`src/rtl/shift_fields_pipe.sv`:
```
// Two-stage elastic posit field shifter: regime/exponent unpack in S1, fraction shift and round/sticky in S2.
// Optional transaction tag enabled by defining SHIFT_FIELDS_PIPE_TAG_EN.
module shift_fields_pipe #(
  parameter int N              = 16,
  parameter int ES_MAX         = 2,
  parameter int FRAC_FULL_SIZE = 2*N,
  parameter int TE_SIZE        = $clog2(N)+ES_MAX+2,
  parameter int TAG_W          = 4
) (
  input  logic                          clk,
  input  logic                          rst,
  input  logic                          in_valid,
  output logic                          in_ready,
  input  logic [$clog2(ES_MAX+1)-1:0]   in_es,
  input  logic [FRAC_FULL_SIZE-1:0]     frac_full,
  input  logic signed [TE_SIZE-1:0]     total_exp,
  input  logic                          frac_lsb_cut_off,
`ifdef SHIFT_FIELDS_PIPE_TAG_EN
  input  logic [TAG_W-1:0]              in_tag,
  output logic [TAG_W-1:0]              out_tag,
`endif
  output logic                          out_valid,
  input  logic                          out_ready,
  output logic signed [$clog2(N):0]     k,
  output logic [ES_MAX-1:0]             next_exp,
  output logic [N-1:0]                  frac,
  output logic                          round_bit,
  output logic                          sticky_bit,
  output logic                          k_is_oob,
  output logic                          non_zero_frac_field_size
);

  localparam int ES_W = $clog2(ES_MAX+1);
  localparam int KW   = $clog2(N)+1;
  localparam int SH_W = $clog2(FRAC_FULL_SIZE)+1;
  localparam logic signed [TE_SIZE-1:0] K_LIM = TE_SIZE'(N-2);
  localparam logic signed [TE_SIZE-1:0] N_M1  = TE_SIZE'(N-1);

  function automatic logic signed [TE_SIZE-1:0] clamp_k(input logic signed [TE_SIZE-1:0] v);
    if (v > K_LIM)       return K_LIM;
    else if (v < -K_LIM) return -K_LIM;
    return v;
  endfunction

  logic s1_load, s2_load;
  logic vld_p1_q, vld_p2_q;

  assign s2_load  = !vld_p2_q || out_ready;
  assign s1_load  = !vld_p1_q || s2_load;
  assign in_ready = s1_load;
  assign out_valid = vld_p2_q;

  // ---- S1: unpack total exponent, clamp regime, size the fields ----
  logic signed [TE_SIZE-1:0] es_s, k_raw, k_c, reg_len, avail, frac_len;
  logic [KW-1:0]             k_d;
  logic [ES_MAX-1:0]         exp_d;
  logic [ES_W-1:0]           esact_d;
  logic [SH_W-1:0]           fl_d;
  logic                      oob_d, nz_d;

  always_comb begin
    es_s     = TE_SIZE'(in_es);
    k_raw    = total_exp >>> in_es;
    exp_d    = ES_MAX'(total_exp) & ~({ES_MAX{1'b1}} << in_es);
    k_c      = clamp_k(k_raw);
    oob_d    = (k_c != k_raw);
    k_d      = KW'(k_c);
    reg_len  = k_c[TE_SIZE-1] ? TE_SIZE'(1) - k_c : k_c + TE_SIZE'(2);
    avail    = N_M1 - reg_len;
    if (avail[TE_SIZE-1])  esact_d = '0;
    else if (avail < es_s) esact_d = ES_W'(avail);
    else                   esact_d = in_es;
    frac_len = N_M1 - es_s - reg_len;
    nz_d     = !frac_len[TE_SIZE-1];
    fl_d     = SH_W'(frac_len);
  end

  logic [KW-1:0]             k_p1_q;
  logic [ES_MAX-1:0]         exp_p1_q;
  logic [ES_W-1:0]           es_p1_q, esact_p1_q;
  logic [SH_W-1:0]           fl_p1_q;
  logic                      oob_p1_q, nz_p1_q, cut_p1_q;
  logic [FRAC_FULL_SIZE-1:0] ff_p1_q;

  always_ff @(posedge clk or posedge rst) begin
    if (rst) begin
      vld_p1_q   <= 1'b0;
      k_p1_q     <= '0;
      exp_p1_q   <= '0;
      es_p1_q    <= '0;
      esact_p1_q <= '0;
      fl_p1_q    <= '0;
      oob_p1_q   <= 1'b0;
      nz_p1_q    <= 1'b0;
      cut_p1_q   <= 1'b0;
      ff_p1_q    <= '0;
    end else if (s1_load) begin
      vld_p1_q <= in_valid;
      if (in_valid) begin
        k_p1_q     <= k_d;
        exp_p1_q   <= exp_d;
        es_p1_q    <= in_es;
        esact_p1_q <= esact_d;
        fl_p1_q    <= fl_d;
        oob_p1_q   <= oob_d;
        nz_p1_q    <= nz_d;
        cut_p1_q   <= frac_lsb_cut_off;
        ff_p1_q    <= frac_full;
      end
    end
  end

  // ---- S2: truncate exponent, extract fraction, derive round/sticky ----
  logic [ES_W-1:0]           drop;
  logic [ES_MAX-1:0]         next_exp_d, exp_lo;
  logic [N-1:0]              frac_d;
  logic [FRAC_FULL_SIZE-1:0] shl;
  logic                      round_d, sticky_d;

  always_comb begin
    drop       = es_p1_q - esact_p1_q;
    next_exp_d = (exp_p1_q >> drop) << drop;
    shl        = ff_p1_q << fl_p1_q;
    exp_lo     = exp_p1_q & ~({ES_MAX{1'b1}} << (drop - ES_W'(1)));
    frac_d     = '0;
    round_d    = 1'b0;
    sticky_d   = (|ff_p1_q) | cut_p1_q;
    if (nz_p1_q) begin
      // A zero-length field shifts by the full width, which yields zero.
      frac_d   = N'(ff_p1_q >> (SH_W'(FRAC_FULL_SIZE) - fl_p1_q));
      round_d  = shl[FRAC_FULL_SIZE-1];
      sticky_d = (|shl[FRAC_FULL_SIZE-2:0]) | cut_p1_q;
    end else if (drop != '0) begin
      round_d  = |(exp_p1_q & (ES_MAX'(1) << (drop - ES_W'(1))));
      sticky_d = (|exp_lo) | (|ff_p1_q) | cut_p1_q;
    end
  end

  logic [KW-1:0]     k_q;
  logic [ES_MAX-1:0] next_exp_q;
  logic [N-1:0]      frac_q;
  logic              round_q, sticky_q, oob_q, nz_q;

  always_ff @(posedge clk or posedge rst) begin
    if (rst) begin
      vld_p2_q   <= 1'b0;
      k_q        <= '0;
      next_exp_q <= '0;
      frac_q     <= '0;
      round_q    <= 1'b0;
      sticky_q   <= 1'b0;
      oob_q      <= 1'b0;
      nz_q       <= 1'b0;
    end else if (s2_load) begin
      vld_p2_q <= vld_p1_q;
      if (vld_p1_q) begin
        k_q        <= k_p1_q;
        next_exp_q <= next_exp_d;
        frac_q     <= frac_d;
        round_q    <= round_d;
        sticky_q   <= sticky_d;
        oob_q      <= oob_p1_q;
        nz_q       <= nz_p1_q;
      end
    end
  end

  assign k                        = k_q;
  assign next_exp                 = next_exp_q;
  assign frac                     = frac_q;
  assign round_bit                = round_q;
  assign sticky_bit               = sticky_q;
  assign k_is_oob                 = oob_q;
  assign non_zero_frac_field_size = nz_q;

`ifdef SHIFT_FIELDS_PIPE_TAG_EN
  logic [TAG_W-1:0] tag_p1_q, tag_q;

  always_ff @(posedge clk or posedge rst) begin
    if (rst) begin
      tag_p1_q <= '0;
      tag_q    <= '0;
    end else begin
      if (s1_load && in_valid) tag_p1_q <= in_tag;
      if (s2_load && vld_p1_q) tag_q    <= tag_p1_q;
    end
  end

  assign out_tag = tag_q;
`endif

endmodule

```
`config.mk`:
```
export PLATFORM = sky130hd
export DESIGN_NAME = shift_fields_pipe
export DESIGN_NICKNAME = d
export VERILOG_FILES = /design/src/rtl/shift_fields_pipe.sv
export SDC_FILE = /design/constraint.sdc
export NUM_CORES = 1
export LEC_CHECK = 0
export CAP_MARGIN = 0
export CORE_AREA = 2 2 121 123
export DETAILED_ROUTE_END_ITERATION = 12
export DIE_AREA = 0 0 123 125
export PLACE_DENSITY_LB_ADDON = 0.3
export SLEW_MARGIN = 5
export SYNTH_ARGS = -nofsm -noshare
export SYNTH_HDL_FRONTEND = slang
export SYNTH_SLANG_ARGS = --single-unit
```
`constraint.sdc`:
```
create_clock -name clk -period 4.2 [get_ports clk]
set_input_delay 0.84 -clock clk [delete_from_list [all_inputs] [get_ports clk]]
set_output_delay 0.84 -clock clk [all_outputs]
set_load 0.01 [all_outputs]
```
==> run_results.csv <==
group,metric,value,unit
logic_synthesis,yosysWarnings,0,
logic_synthesis,synth-main-ff-cell,"dfrtp_1",
route,routed_wl,16800,microns
run,cap_violations,0,
cts,htree_levels,3,
cts,clkSlewWorstSetupHoldPaths,0.06,ns
cts,cts_setup_buffers,0,
cts,root_buffer,"clkbuf_16",
worst_setup_path,end_kind,"register",
power,ir_drop,0.244,mV
power,total_power,0.00375,W
global_route,groute.usage.overall,23.0,%
floorplanning,coreArea,14200,sq um
timing,worstMarginPinSlew,1.09,ns
logic_synthesis,avgSynthCellArea,8.43,sq um
logic_synthesis,synth_top_area_share,32.4,%
cts,clk_latency,0.35,ns
route,final_antenna_net_count,0,
logic_synthesis,synth_most_common_cell,"nand2_1",
route,via_per_inst,5.84,
finish,design_area,7470,sq um
worst_setup_path,critPathLaunchType,"input pin",
cts,cts_hold_buf,0,
power,p_leak,3.21,nW
floorplanning,rows,44,
cts,cts_resized,0,
route,route.detailed.drc,0,
placed_design,port_buffers,75,
worst_setup_path,cp.arrival,4.22,ns
cts,cts_tree,"done",
worst_hold_path,min_path_type,"register to register",
global_route,grt_max_degree,65,
route,drt_iter0_markers,614,
power,power.density,502,nW/um^2
logic_synthesis,ys_types,71,
finish,drive_gt1_share,10.8,%
timing,post-route-period-util,94.8,%
route,num_vias,5706,
worst_setup_path,path_class,"input pin to register",
timing,hold_violations,0,
floorplanning,ios,76,
logic_synthesis,synth_area,6260,sq um
floorplanning,die_w,123,microns
finish,fin_nets,845,
logic_synthesis,synth_area_leaders,"dfrtp_1, nand2_1, mux4_2",
worst_setup_path,crit_fanout,5,
placed_design,gp_congestion,0.930,
floorplanning,initial_core_util,44.1,%
global_route,overflow,0,
placed_design,place_hpwl,12400,microns
worst_setup_path,worst_path_largest_cell_delay,0.62,ns
global_route,antenna_found_initial,0,
global_route,grt_pass1_wl,28300,microns
logic_synthesis,synth.largest_area_cell,"dfrtp_1",
cts,cts_sinks,81,
logic_synthesis,postSynth.asyncResetShare,100,%
timing,clock.fmax,251,MHz
placed_design,place_area,7140,sq um
logic_synthesis,synth_edf_count,0,
cts,cts-buffers-inserted,9,
finish,syn_to_final_growth,19.4,%
logic_synthesis,synthesis.nets,799,
outcome,status,"finished clean",
timing,report.final.slew_viol_count,0,
finish,num_antenna_cells,0,
floorplanning,die_area,15400,sq um
logic_synthesis,seq_area_frac_synth,32.4,%
logic_synthesis,synthTopCellsByCount,"nand2_1, dfrtp_1, mux2i_1",
cts,cts.path.max_buffers,2,
timing,fin_crit,3.98,ns
global_route,grt_pass1_vias,5628,
finish,fill_cells,1287,
timing,setup_viol,0,
worst_setup_path,critPathSlowestCell,"clkdlybuf4s50_1",
logic_synthesis,ys_seq_elements,81,
timing,max_slew_margin,26.5,%
logic_synthesis,syn_inst,742,
floorplanning,die_height,125,microns
timing,fin_skew,0.00581,ns
route,firstDrtPassIters,5,
timing,grt_setup_unrepaired,"false",
worst_setup_path,cp_cell_sequence,"clkdlybuf4s50_1, buf_4, mux2i_1, o32ai_1, and2_4, nor3_1, a21oi_1, nor2_1, buf_4, ha_1, inv_1, a211o_1, or3_1, a22o_1",
worst_setup_path,cp.required,4.45,ns
route,wl_per_cell,17.2,microns
worst_setup_path,crit_top_cell,"buf_4",
worst max-delay path: cells and delay by family:
kind            cells  cell delay (ns)
compound gates      4             1.17
simple gates        4             0.84
buf+inv             4             1.01
fa+ha+maj           1             0.28
mux                 1             0.08
cells in the final DEF (no fill, tap or decap), types with 10 or more instances in the layout:
cell               n
buf_4             23
nand2_1          200
nand3_1           14
mux4_2            26
mux2_2            11
dfrtp_1           80
nor2_1            40
mux2i_1           48
a21oi_1           23
inv_1             15
nor3_1            10
clkdlybuf4s50_1   75
nand2b_1          13
o21ai_0           40
area by class of cell:
type	count	area [sq um]	share of cell area (%)
Multi-Input combinational cell	580	3890	52.1
Sequential cell	81	2030	27.2
Timing Repair Buffer	98	923	12.4
Tap cell	184	230	3.08
Clock buffer	9	225	3.02
Clock inverter	7	103	1.37
Inverter	18	68.8	0.921
path summary, 6_finish.rpt:
kind                                        startpoint                 endpoint  cells after the start  slack [ns]
worst max-delay path                          in_es[0]      nz_p1_q$_DFFE_PP0P_                     14        0.22
worst min register to register   k_p1_q[3]$_DFFE_PP0P_    k_p1_q[3]$_DFFE_PP0P_                      2        0.47
max in group asynchronous                          rst  ff_p1_q[16]$_DFFE_PP0P_                      3        2.58
worst min-delay path             k_p1_q[3]$_DFFE_PP0P_    k_p1_q[3]$_DFFE_PP0P_                      2        0.47
worst max register to register  fl_p1_q[1]$_DFFE_PP0P_      frac[2]$_DFFE_PP0P_                     10        0.93
min in group asynchronous                          rst      frac[8]$_DFFE_PP0P_                      2        0.86
stage by stage:
step           util, %  setup slack (ns)  TNS, ns  hold WS (ns)  std cells
5_1_grt           52.6           0.00719        0         0.500        977
3_3_place_gp      50.3            0.0333        0         0.454        961
2_1_floorplan        -             0.554        0         0.439        742
6_report          52.6             0.220        0         0.472        977
4_1_cts           52.6             0.247        0         0.471        977
3_5_place_dp      50.3            -0.129   -0.301         0.456        961
kinds of logic (layout without fill, tap and decap cells):
group	count (synthesis)	in the layout	synth area share (%)
fa+ha+maj	10	10	2.12
flops	81	81	32.4
buf+inv	81	132	5.44
xor+xnor	11	11	1.54
simple gates	322	322	22.6
compound gates	152	152	16.9
mux	85	85	19.0
registers in the layout, summed over array words and instances, names as in the netlist, 2 cells and up:
signal      cells
ff_p1_q        32
fl_p1_q         6
exp_p1_q        2
es_p1_q         2
k               5
frac           16
esact_p1_q      2
k_p1_q          5
next_exp        2
where the power goes:
group | total (W) | internal (W) | switching [W]
registers | 0.00110 | 0.000909 | 0.000191
clock network | 0.000865 | 0.000525 | 0.000340
logic | 0.00179 | 0.000826 | 0.000961
total | 0.00375 | 0.00226 | 0.00149
layer usage:
metal  GRT usage, %  up-vias  wire (microns)
met4           9.36        0             485
met2           36.0      225            7910
met3           3.47       31             964
met1           31.9     2714            7410
met5              0        -               0
li1               -     2736               -
(Power assumes the default switching activity.)
